===== config.mk =====
export PLATFORM = sky130hd
export DESIGN_NAME = add_sub
export DESIGN_NICKNAME = d
export VERILOG_FILES = /design/src/rtl/add_sub.sv
export SDC_FILE = /design/constraint.sdc
export NUM_CORES = 1
export LEC_CHECK = 0
export CORE_AREA = 5 5 42 44
export DETAILED_ROUTE_END_ITERATION = 7
export DIE_AREA = 0 0 47 49
export SYNTH_ARGS = -nofsm -noshare
export SYNTH_HDL_FRONTEND = slang
export SYNTH_SLANG_ARGS = --single-unit
export TNS_END_PERCENT = 10

===== constraint.sdc =====
create_clock -name clk -period 3.7 [get_ports clk]
set_input_delay 0.925 -clock clk [delete_from_list [all_inputs] [get_ports clk]]
set_output_delay 0.925 -clock clk [all_outputs]
set_load 0.005 [all_outputs]

===== src/rtl/add_sub.sv =====
// 4-bit unsigned adder/subtractor with sign-magnitude result.
// One-cycle registered latency; synchronous active-high reset.
module add_sub_fa (
  input  logic i_a,
  input  logic i_b,
  input  logic i_ci,
  output logic o_s,
  output logic o_co
);

  logic w_p;

  assign w_p  = i_a ^ i_b;
  assign o_s  = w_p ^ i_ci;
  assign o_co = (i_a & i_b) | (w_p & i_ci);

endmodule

module add_sub (
  input  logic       clk,
  input  logic       rst,
  input  logic [3:0] a,
  input  logic [3:0] b,
  input  logic       M,
  output logic [4:0] s,
  output logic       sign
);

  logic [3:0] w_bx;
  logic [4:0] w_c;
  logic [3:0] w_raw;
  logic       w_neg_en;
  logic [3:0] w_neg;
  logic [3:0] w_mag;
  logic [4:0] w_s;
  logic       w_sign;
  logic [4:0] r_s;
  logic       r_sign;

  // M inverts B and supplies the +1, giving a + ~b + 1 when subtracting
  assign w_bx   = b ^ {4{M}};
  assign w_c[0] = M;

  for (genvar i = 0; i < 4; i++) begin : g_fa
    add_sub_fa u_fa (
      .i_a  (a[i]),
      .i_b  (w_bx[i]),
      .i_ci (w_c[i]),
      .o_s  (w_raw[i]),
      .o_co (w_c[i+1])
    );
  end

  // no carry out in subtract mode means a < b
  assign w_neg_en = M & ~w_c[4];
  assign w_neg    = ~w_raw + 4'd1;
  assign w_mag    = w_neg_en ? w_neg : w_raw;

  always_comb begin
    w_s    = {w_c[4], w_raw};
    w_sign = 1'b0;
    if (M) begin
      w_s    = {1'b0, w_mag};
      w_sign = w_neg_en;
    end
  end

  always_ff @(posedge clk) begin
    if (rst) begin
      r_s    <= 5'd0;
      r_sign <= 1'b0;
    end else begin
      r_s    <= w_s;
      r_sign <= w_sign;
    end
  end

  assign s    = r_s;
  assign sign = r_sign;

endmodule


* Yosys cells after proc, flatten, opt, wreduce, memory -nomap -nowiden
Index checks and enable logic that the tools add are counted.
** Word-level totals
- Register bits :: 6
- Input bits :: 11
- Output and inout port bits :: 6
- Logic and storage cells :: 33
** Cells by class
- Add/sub/neg operators :: 1
- Mux-type cells :: 2
- Bitwise operators :: 25
- Reduce and logical (&&, ||, !) cells :: 2
** Operators by type and width (number)
- $and 1x1->1 :: 9
- $mux 4 :: 2
- $xor 1x1->1 :: 8
- $add 4x1->4 const B :: 1
- $not 4->4 :: 1
- $or 1x1->1 :: 4
- $reduce_or 2->1 :: 2
- $xor 4x4->4 :: 1
- $not 1->1 :: 2

* Depth between registers and ports, before layout
Gate-level depths: netlist of run 1.
- Word-level depth :: 14
- Depth in mapped cells :: 9
- Gate-level depth less buffers :: 8

* By module
From an unflattened synthesis of run 1, not the netlist that was laid out.
** Unflattened totals
- Cell total of the unflattened synthesis :: 31
- Area, all modules :: 346.6 um^2
** By module, submodules not included
- add_sub :: times used 1, cells an instance 27, area each 266.5 um^2, sequential area each 120.1 um^2
- add_sub_fa :: times used 4, cells an instance 1, area each 20.0 um^2, sequential area each 0.0 um^2

* Least setup slack after synthesis of run 1
Ideal clock, no wire load.
- Path type :: input to register
- From :: in M
- To :: reg r_s[3], in the netlist s[3]
- Setup time :: 0.065 ns
- Arrival time :: 3.032 ns
- Required time :: 3.635 ns
- Setup slack :: 0.603 ns
- Stages on the path :: 8
- Buffers on the path :: 1
- Path through :: buf_4 xnor2_1 fa_1 fa_1 inv_1 fa_1 or4_1 nand4b_1
** On the way
- Longest elaborated chain between the ends :: 14
- Elaborated cells on any way between the ends :: 27
- Those cells by class :: add/sub (1); mux (2); bitwise (24)
** Ends and longest elaborated chain
- from (decl) :: line 24 : input logic M,
- branches (longest 13 deep; another with $add 4x1->4)
- $mux 4 * :: line 62 : if (M) begin
- to (signal assigned) :: line 73 : r_s <= w_s;
- to (decl) :: line 37 : logic [4:0] r_s;
Every way passes the cells marked *.
A chain may end at the register's enable or synchronous reset.

* Worst setup path in the final report of run 1
Ends and elaborated chain as after synthesis.

==> impl_table.tex, run 1 <==
\begin{tabular}{lr}
\hline
Metric & Value \\
\hline
\multicolumn{2}{l}{\textbf{Outcome}} \\
\quad Run status & finished, final reports clean \\
\multicolumn{2}{l}{\textbf{Power}} \\
\quad Part of the power in registers & 36.2\% \\
\quad Leakage & 0.000221 uW \\
\quad Proportion of power drawn by the clock network & 27.2\% \\
\quad Peak supply drop & 0.000106 V \\
\quad Proportion of power drawn by combinational gates & 36.5\% \\
\quad Power per standard cell area & 381 nW/um\^{}2 \\
\quad Cell internal pwr & 157 uW \\
\quad Sw Pwr & 53.4 uW \\
\quad Net switching fraction of the power & 25.3\% \\
\multicolumn{2}{l}{\textbf{Route}} \\
\quad 1st-pass router iterations & 1 \\
\quad Wire length reported by the detailed router & 605 um \\
\quad Total via count after detailed routing & 274 \\
\quad Detailed-route DRC error count & 0 \\
\quad Detailed-route vias per instance & 3.97 \\
\quad Count of routing violations after the opening detailed-route iteration & 0 \\
\quad Wire length per cell after detailed routing & 8.77 um \\
\quad Count of nets left with antenna violations after detail routing & 0 \\
\multicolumn{2}{l}{\textbf{Global routing}} \\
\quad Total routing resource utilization after global routing & 6.29\% \\
\quad Initial antenna violation count & 0 \\
\quad Wire length of the first global-routing pass & 1.03 mm \\
\quad GR Overflow Total & 0 \\
\quad Pin count of the biggest net entering global routing & 9 \\
\quad Vias in the first global route & 275 \\
\multicolumn{2}{l}{\textbf{Synth}} \\
\quad Synthesis-stage register bit count & 6 \\
\quad Total standard cell area after synthesis & 350 um\^{}2 \\
\quad Area share of fa/ha/maj cells after synthesis & 20.7\% \\
\quad Dominant combinational cell family by area after synthesis & adder cells \\
\quad Cells after synthesis & 34 \\
\quad Simple-gate area share of the yosys netlist & 19.6\% \\
\quad Xor/xnor share of the synthesized area & 12.5\% \\
\quad Total number of yosys warnings & 0 \\
\quad Sequential area share after synthesis & 34.3\% \\
\quad Count of unique library cells instantiated by Yosys & 18 \\
\quad Proportion of synthesized area in mux cells & 2.86\% \\
\quad Synthesized netlist net count & 49 \\
\quad Compound-cell area share of the yosys netlist & 4.64\% \\
\quad Mean instance size in the synthesized netlist & 10.3 um\^{}2 \\
\multicolumn{2}{l}{\textbf{Clock tree}} \\
\quad Post-CTS resize count & 0 \\
\quad Clk buf depth & 2 \\
\quad Worst-path clk slew & 40 ps \\
\quad Clock Tree Root & clkbuf\_4 \\
\quad CTS sink cnt & 6 \\
\quad Number of CTS-inserted buffers & 3 \\
\quad CTS tree & done \\
\quad H-tree Lvls & 1 \\
\quad Total of hold buffers inserted after clock tree synthesis & 0 \\
\quad Number of setup buffers added after CTS & 0 \\
\multicolumn{2}{l}{\textbf{Final layout}} \\
\quad Area taken by multi-input logic gates & 211 um\^{}2 \\
\quad Layout-stage area growth over the synthesis result & 57.9\% \\
\quad Antenna fix cells & 0 \\
\quad Post-route cell area & 553 um\^{}2 \\
\quad Net count, final & 70 \\
\quad Non-filler cells in the finished layout & 69 \\
\quad Share of cells above drive strength 1 & 7.55\% \\
\quad Filler Cell Count & 157 \\
\quad Footprint of the flip-flops and latches & 120 um\^{}2 \\
\multicolumn{2}{l}{\textbf{Worst setup path}} \\
\quad Worst endpoint required time & 3870 ps \\
\quad Critical Path Fanout Max & 3 \\
\quad Largest incremental delay on the critical path & 520 ps \\
\quad Critical Path Most Common Cell & fa\_1 \\
\quad Cells along the critical path & clkdlybuf4s50\_1 -> xnor2\_1 -> fa\_1 -> fa\_1 -> inv\_1 -> fa\_1 -> or4\_1 -> nand4b\_1 \\
\quad End of the critical path & s[3]\$\_SDFF\_PP0\_ \\
\quad Worst setup path category & in2reg \\
\quad CP Capture Type & flop \\
\quad Kind of launch point of the worst setup path & input pin \\
\quad CP Data Arrival Time & 3460 ps \\
\quad Critical path launch point & M \\
\quad Master of the slowest instance on the critical path & or4\_1 \\
\multicolumn{2}{l}{\textbf{Floorplanning}} \\
\quad Core box area & 1400 um\^{}2 \\
\quad Die area & 2300 um\^{}2 \\
\quad Chip width & 47 um \\
\quad I/O pin cnt & 17 \\
\quad Height of the die & 49 um \\
\quad Initial Util & 25.0\% \\
\quad Std cell rows & 14 \\
\multicolumn{2}{l}{\textbf{STA}} \\
\quad Period Utilization, post-route & 88.8\% \\
\quad Final-report max-slew violation count & 0 \\
\quad Accumulated negative setup slack & 0 ps \\
\quad Number of endpoints with negative hold slack in the final report & 0 \\
\quad Fmax & 0.304 GHz \\
\quad Headroom to the max-slew limit & 77.3\% \\
\quad Final critical path time including I/O delays and setup & 3280 ps \\
\quad Final-report setup violation count & 0 \\
\quad Final setup margin & 415 ps \\
\quad Unrepaired setup endpoints after global routing & false \\
\quad Tightest Pin Transition & 332 ps \\
\multicolumn{2}{l}{\textbf{Job}} \\
\quad Max-cap viol count & 0 \\
\multicolumn{2}{l}{\textbf{Placement}} \\
\quad Post-placement worst setup slack & 150 ps \\
\quad HPWL after detailed placement & 525 um \\
\quad Area after DPL & 531 um\^{}2 \\
\quad Input/output buffers & 16 \\
\quad Number of cells after detailed placement & 66 \\
\quad Gpl congestion & 0.629 \\
\multicolumn{2}{l}{\textbf{Hold path}} \\
\quad Path type of the worst min-delay path & in2reg \\
\hline
\end{tabular}
==> logic make-up after synthesis <==
| logic type | Yosys count |
|---|---|
| DFF | 6 |
| muxes | 1 |
| AOI/OAI and AO/OA | 2 |
| adders and majority gates | 4 |
| xor gates and xnor gates | 5 |
| and+or+nand+nor | 12 |
| buffers and inverters | 4 |
==> critical path, delay by kind of cell <==
family        cells  cell delay, ps
buf+inv           2             580
fa+ha+maj         3            1230
simple gates      2             620
xor+xnor          1             110
==> state kept, by name, summed over array words and instances (netlist names) <==
name and cells:
s 5, sign 1
==> Yosys cell counts <==
library cell	number	area share, %
dfxtp_1	6	34
nor2_1	4	4.3
fa_1	3	17
inv_1	3	3.2
xnor2_1	3	7.5
nor3b_1	2	4.3
xor2_1	2	5.0
a2111oi_0	1	2.5
a211oi_1	1	2.1
buf_4	1	2.1
ha_1	1	3.6
mux2i_1	1	2.9
nand2_1	1	1.1
nand2b_1	1	1.8
nand4_1	1	1.8
nand4b_1	1	2.5
nor2b_1	1	1.8
or4_1	1	2.1
==> layer usage <==
layer	share of wire, %	up-vias	global-route usage, %
met3	12	0	1.48
met5	0	-	0
met1	43	108	7.33
li1	-	152	-
met2	44	14	8.37
met4	0	0	6.91
==> area by class of cell <==
class / count / area share (%)
clock buffer: 3 / 4.07
inverter: 3 / 2.04
multi-input combinational: 24 / 38.2
sequential: 6 / 21.7
tap: 16 / 3.62
timing repair buffer: 17 / 30.3
==> how the worst min path moves through the flow <==
stage / from / to / slack [ps] / cells after the start
after floorplan: rst / s[0]$_SDFF_PP0_ / 1000 / 1
after global placement: rst / s[2]$_SDFF_PP0_ / 1630 / 2
after detailed placement: rst / s[2]$_SDFF_PP0_ / 1630 / 2
after CTS: rst / s[2]$_SDFF_PP0_ / 1380 / 2
after global routing: rst / s[0]$_SDFF_PP0_ / 1420 / 2
final: rst / s[2]$_SDFF_PP0_ / 1400 / 2
==> power groups by stage <==
stage	logic [uW]	registers (uW)	clock network, uW
global placement	77.5	77.5	0
floorplan	38.4	79.4	0
finish	77.0	76.3	57.3
global route	87.1	77.0	66.6
detailed placement	77.8	77.6	0
CTS	78.1	76.4	60.2
==> through the flow <==
stage,utilization (%),total power [uW],hold slack (ps)
CTS,39.5,215,1380
global route,39.5,231,1420
finish,39.5,211,1400
global placement,37.9,155,1630
detailed placement,37.9,155,1630
floorplan,-,118,997
==> layout by cell type, fill, tap and decap left out, drive strengths merged <==
cell | netlist | layout
fa | 3 | 3
clkbuf | 0 | 3
nand4b | 1 | 1
nor2 | 4 | 4
nor3b | 2 | 2
nand2 | 1 | 1
a211oi | 1 | 1
xor2 | 2 | 2
nand2b | 1 | 1
nor2b | 1 | 1
clkdlybuf4s50 | 0 | 16
a2111oi | 1 | 1
inv | 3 | 3
nand4 | 1 | 1
or4 | 1 | 1
mux2i | 1 | 1
buf | 1 | 1
dfxtp | 6 | 6
ha | 1 | 1
xnor2 | 3 | 3
Power figures use the tool's default switching activity.
==> run 2: changes to the inputs <==
Settings changed: DONT_BUFFER_PORTS from default to 1.
==> run 2 against run 1 <==
  * Count of clock-buffer cells in the layout unchanged
  * Clock power shrank 2%
  * Setup slack gained 530 ps
  * Global-route usage is 0.36 points higher
  * First-iteration DRC count increased by 4
  * Via count decreased by 10%
  * Cell area is 30% lower
  * Total power decreased by 15%
  * Sequential power grew 3.7%
  * Highest routed layer unchanged
==> impl_table.tex, run 2 (synthesis gave the netlist of run 1 again) <==
\begin{tabular}{lr}
\hline
Metric & Value \\
\hline
\multicolumn{2}{l}{\textbf{Outcome}} \\
\quad Run status & finished, final reports clean \\
\multicolumn{2}{l}{\textbf{Route}} \\
\quad Detailed-route DRC error count & 0 \\
\quad Wire length reported by the detailed router & 614 um \\
\quad Total via count after detailed routing & 246 \\
\quad Wire length per cell after detailed routing & 11.8 um \\
\quad Detailed-route vias per instance & 4.73 \\
\quad Count of routing violations after the opening detailed-route iteration & 4 \\
\quad 1st-pass router iterations & 4 \\
\quad Count of nets left with antenna violations after detail routing & 0 \\
\multicolumn{2}{l}{\textbf{STA}} \\
\quad Final setup margin & 944 ps \\
\quad Accumulated negative setup slack & 0 ps \\
\quad Fmax & 0.363 GHz \\
\quad Final-report max-slew violation count & 0 \\
\quad Period Utilization, post-route & 74.5\% \\
\quad Final critical path time including I/O delays and setup & 2760 ps \\
\quad Post-route worst hold slack & 756 ps \\
\quad Final-report setup violation count & 0 \\
\quad Tightest Pin Transition & 332 ps \\
\quad Number of endpoints with negative hold slack in the final report & 0 \\
\quad Headroom to the max-slew limit & 77.3\% \\
\quad Unrepaired setup endpoints after global routing & false \\
\multicolumn{2}{l}{\textbf{Final layout}} \\
\quad Net count, final & 53 \\
\quad Flip-flop count of the largest register, all copies and words added & 5 \\
\quad Most common library cell in the layout ignoring fill and taps & dfxtp\_1 \\
\quad Non-filler cells in the finished layout & 52 \\
\quad Share of cells above drive strength 1 & 8.33\% \\
\quad Layout-stage area growth over the synthesis result & 10.0\% \\
\quad Commonest cells after routing, fill and taps aside & dfxtp\_1 (6), nor2\_1 (4) \\
\quad Antenna fix cells & 0 \\
\multicolumn{2}{l}{\textbf{Clock tree}} \\
\quad Clk buf depth & 2 \\
\quad Number of CTS-inserted buffers & 3 \\
\quad Clock Tree Root & clkbuf\_4 \\
\quad Worst-path clk slew & 40 ps \\
\quad H-tree Lvls & 1 \\
\quad CTS sink cnt & 6 \\
\quad Number of setup buffers added after CTS & 0 \\
\quad Total of hold buffers inserted after clock tree synthesis & 0 \\
\quad CTS tree & done \\
\quad Post-CTS resize count & 0 \\
\multicolumn{2}{l}{\textbf{Global routing}} \\
\quad Wire length of the first global-routing pass & 1.06 mm \\
\quad Initial antenna violation count & 0 \\
\quad Total routing resource utilization after global routing & 6.65\% \\
\quad Pin count of the biggest net entering global routing & 9 \\
\quad GR Overflow Total & 0 \\
\quad Vias in the first global route & 268 \\
\multicolumn{2}{l}{\textbf{Worst setup path}} \\
\quad Worst endpoint required time & 3870 ps \\
\quad Kind of launch point of the worst setup path & input pin \\
\quad Critical Path Fanout Max & 7 \\
\quad Master of the slowest instance on the critical path & or4\_1 \\
\quad End of the critical path & s[3]\$\_SDFF\_PP0\_ \\
\quad Cells along the critical path & xnor2\_1 -> fa\_1 -> fa\_1 -> inv\_1 -> fa\_1 -> or4\_1 -> nand4b\_1 \\
\quad CP Data Arrival Time & 2930 ps \\
\quad Buf+Inv Stages, Crit Path & 1 \\
\quad Critical path launch point & M \\
\quad Dominant delay contributor by cell family on the critical path & adder cells \\
\quad Largest incremental delay on the critical path & 500 ps \\
\quad CP Capture Type & flop \\
\quad Total stage count of the critical path & 7 \\
\quad Worst setup path category & in2reg \\
\quad Critical Path Most Common Cell & fa\_1 \\
\multicolumn{2}{l}{\textbf{Placement}} \\
\quad Gpl congestion & 0.636 \\
\quad Number of cells after detailed placement & 49 \\
\quad HPWL after detailed placement & 516 um \\
\quad Input/output buffers & 0 \\
\quad Post-placement worst setup slack & 687 ps \\
\multicolumn{2}{l}{\textbf{Power}} \\
\quad Sw Pwr & 46.7 uW \\
\quad Peak supply drop & 0.000103 V \\
\quad Cell internal pwr & 133 uW \\
\quad Leakage & 0.000155 uW \\
\quad Power per standard cell area & 466 nW/um\^{}2 \\
\quad Pwr Total & 179 uW \\
\quad Proportion of power drawn by the clock network & 31.4\% \\
\quad Proportion of power drawn by combinational gates & 24.5\% \\
\quad Net switching fraction of the power & 26.0\% \\
\quad Part of the power in registers & 44.1\% \\
\multicolumn{2}{l}{\textbf{Job}} \\
\quad Max-cap viol count & 0 \\
\multicolumn{2}{l}{\textbf{Floorplanning}} \\
\quad Chip width & 47 um \\
\quad Initial Util & 25.0\% \\
\quad Die area & 2300 um\^{}2 \\
\quad Height of the die & 49 um \\
\quad I/O pin cnt & 17 \\
\quad Core box area & 1400 um\^{}2 \\
\quad Std cell rows & 14 \\
\multicolumn{2}{l}{\textbf{Hold path}} \\
\quad Path type of the worst min-delay path & in2reg \\
\hline
\end{tabular}
run 2: worst min-delay path by stage:
stage / slack, ps / depth (start not counted) / to / startpoint
2_1_floorplan: 1000 / 1 / s[0]$_SDFF_PP0_ / rst
3_3_place_gp: 1000 / 1 / s[2]$_SDFF_PP0_ / rst
3_5_place_dp: 1000 / 1 / sign$_SDFF_PP0_ / rst
4_1_cts: 740 / 1 / sign$_SDFF_PP0_ / rst
5_1_grt: 750 / 1 / s[2]$_SDFF_PP0_ / rst
6_report: 760 / 1 / sign$_SDFF_PP0_ / rst
run 2: routing by layer:
| layer | global-route usage, % | wire length, um | up-vias |
|---|---|---|---|
| li1 | - | - | 117 |
| met1 | 7.57 | 272 | 113 |
| met4 | 6.91 | 0 | 0 |
| met5 | 0 | 0 | - |
| met2 | 7.69 | 255 | 16 |
| met3 | 4.06 | 86 | 0 |
run 2: cell type report:
class,instances,area [um^2]
well taps,16,20.0
multi-input cells,24,211
fillers,163,1020
inverters,3,11.3
clock buffers,3,22.5
flip-flops and latches,6,120
run 2: metrics by stage:
stage                     utilization (%)  instance area [um^2]
final                                27.5                   385
after global routing                 27.5                   385
after CTS                            27.5                   385
after detailed placement             25.9                   363
after global placement               25.9                   363
after floorplan                         -                   350
run 2: power by group through the flow:
stage	Combinational (uW)	Sequential [uW]	Clock [uW]
after floorplan	38.4	79.4	0
after global placement	43.3	80.8	0
after detailed placement	44.4	80.9	0
after CTS	44.5	79.7	60.3
after global routing	50.1	80.8	63.9
final	43.9	79.1	56.4
==> run 3: changes to the inputs <==
Clock period 3.7 ns to 2.8 ns, I/O delays scaled along.
==> run 3 against run 2 <==
  * Flip-flop and latch count stayed put
  * Cell area grew 3.2%
  * Die area did not move
==> impl_table.tex, run 3 (synthesis gave the netlist of run 1 again) <==
\begin{tabular}{lr}
\hline
Metric & Value \\
\hline
\multicolumn{2}{l}{\textbf{STA}} \\
\quad Final-report setup violation count & 0 \\
\quad Headroom to the max-slew limit & 76.4\% \\
\quad Unrepaired setup endpoints after global routing & false \\
\quad Fmax & 0.402 GHz \\
\quad Tightest Pin Transition & 352 ps \\
\quad Final critical path time including I/O delays and setup & 2490 ps \\
\quad Final-report max-slew violation count & 0 \\
\quad Number of endpoints with negative hold slack in the final report & 0 \\
\quad Period Utilization, post-route & 88.9\% \\
\quad Accumulated negative setup slack & 0 ps \\
\quad Final setup margin & 310 ps \\
\multicolumn{2}{l}{\textbf{Power}} \\
\quad Power per standard cell area & 608 nW/um\^{}2 \\
\quad Leakage & 0.000158 uW \\
\quad Pwr Total & 242 uW \\
\quad Peak supply drop & 0.000139 V \\
\multicolumn{2}{l}{\textbf{Floorplanning}} \\
\quad Std cell rows & 14 \\
\quad Chip width & 47 um \\
\quad Die area & 2300 um\^{}2 \\
\quad Height of the die & 49 um \\
\quad Initial Util & 25.0\% \\
\quad Core box area & 1400 um\^{}2 \\
\quad I/O pin cnt & 17 \\
\multicolumn{2}{l}{\textbf{Route}} \\
\quad Wire length per cell after detailed routing & 11.3 um \\
\quad Wire length reported by the detailed router & 587 um \\
\quad Detailed-route vias per instance & 4.60 \\
\quad 1st-pass router iterations & 2 \\
\quad Count of routing violations after the opening detailed-route iteration & 1 \\
\quad Detailed-route DRC error count & 0 \\
\quad Count of nets left with antenna violations after detail routing & 0 \\
\quad Total via count after detailed routing & 239 \\
\multicolumn{2}{l}{\textbf{Worst setup path}} \\
\quad Worst setup path category & in2reg \\
\quad CP Capture Type & flop \\
\quad Worst endpoint required time & 2970 ps \\
\quad Critical Path Most Common Cell & fa\_2 \\
\quad Kind of launch point of the worst setup path & input pin \\
\quad Largest incremental delay on the critical path & 530 ps \\
\quad Master of the slowest instance on the critical path & or4\_1 \\
\quad CP Data Arrival Time & 2660 ps \\
\quad Cells along the critical path & xnor2\_2 -> fa\_2 -> fa\_2 -> inv\_2 -> fa\_1 -> or4\_1 -> nand4b\_1 \\
\quad Critical Path Fanout Max & 3 \\
\multicolumn{2}{l}{\textbf{Global routing}} \\
\quad Total routing resource utilization after global routing & 7.20\% \\
\quad GR Overflow Total & 0 \\
\quad Wire length of the first global-routing pass & 1.11 mm \\
\quad Initial antenna violation count & 0 \\
\quad Vias in the first global route & 262 \\
\quad Pin count of the biggest net entering global routing & 9 \\
\multicolumn{2}{l}{\textbf{Clock tree}} \\
\quad H-tree Lvls & 1 \\
\quad Number of CTS-inserted buffers & 3 \\
\quad CTS sink cnt & 6 \\
\quad Post-CTS resize count & 0 \\
\quad Clock Tree Root & clkbuf\_4 \\
\quad Worst-path clk slew & 40 ps \\
\quad Clk buf depth & 2 \\
\quad Total of hold buffers inserted after clock tree synthesis & 0 \\
\quad CTS tree & done \\
\quad Number of setup buffers added after CTS & 0 \\
\multicolumn{2}{l}{\textbf{Final layout}} \\
\quad Flip-flop count of the largest register, all copies and words added & 5 \\
\quad Filler Cell Count & 147 \\
\quad Commonest cells after routing, fill and taps aside & dfxtp\_1 (6), nor2\_1 (4), clkbuf\_4 (3) \\
\quad Antenna fix cells & 0 \\
\quad Most common library cell in the layout ignoring fill and taps & dfxtp\_1 \\
\quad Layout-stage area growth over the synthesis result & 13.6\% \\
\quad Net count, final & 53 \\
\quad Share of cells above drive strength 1 & 19.4\% \\
\quad Non-filler cells in the finished layout & 52 \\
\multicolumn{2}{l}{\textbf{Job}} \\
\quad Max-cap viol count & 0 \\
\multicolumn{2}{l}{\textbf{Outcome}} \\
\quad Run status & finished, final reports clean \\
\multicolumn{2}{l}{\textbf{Hold path}} \\
\quad Path type of the worst min-delay path & in2reg \\
\multicolumn{2}{l}{\textbf{Placement}} \\
\quad Input/output buffers & 0 \\
\quad Gpl congestion & 0.636 \\
\quad Post-placement worst setup slack & 63.4 ps \\
\quad Number of cells after detailed placement & 49 \\
\quad HPWL after detailed placement & 522 um \\
\hline
\end{tabular}
run 3: cell counts in the layout (fill, tap and decap cells not counted):
No cell type changed its count.
run 3: final timing paths:
kind	start	endpoint	slack [ps]	cells after the start
worst max-delay path	b[1]	s[3]$_SDFF_PP0_	310	7
worst min-delay path	rst	sign$_SDFF_PP0_	530	1
run 3: critical path: cells and delay by family:
family,cells,cell delay (ps)
xor+xnor,1,130
simple gates,2,640
buf+inv,1,60
fa+ha+maj,3,1130
run 3: layer usage:
layer / wire [um] / track usage [%]
met5: 0 / 0
met4: 13 / 8.29
met1: 263 / 8.20
met2: 236 / 8.60
met3: 73 / 3.32
run 3: power breakdown:
group	internal, uW	switching, uW
Clock	48.2	27.2
Combinational	31.4	30.9
Sequential	98.7	5.64
Total	178	63.7
run 3: final cells by class:
| class | count | area (um^2) | share of cell area, % |
|---|---|---|---|
| Multi-Input combinational cell | 24 | 224 | 56.3 |
| Sequential cell | 6 | 120 | 30.2 |
| Clock buffer | 3 | 22.5 | 5.66 |
| Tap cell | 16 | 20.0 | 5.03 |
| Inverter | 3 | 11.3 | 2.83 |
run 3: through the flow:
stage                     area (um^2)  util [%]  hold slack [ps]
after CTS                         398      28.4              520
after detailed placement          375      26.8              776
after global routing              398      28.4              500
after floorplan                   363         -              772
final                             398      28.4              531
after global placement            375      26.8              776
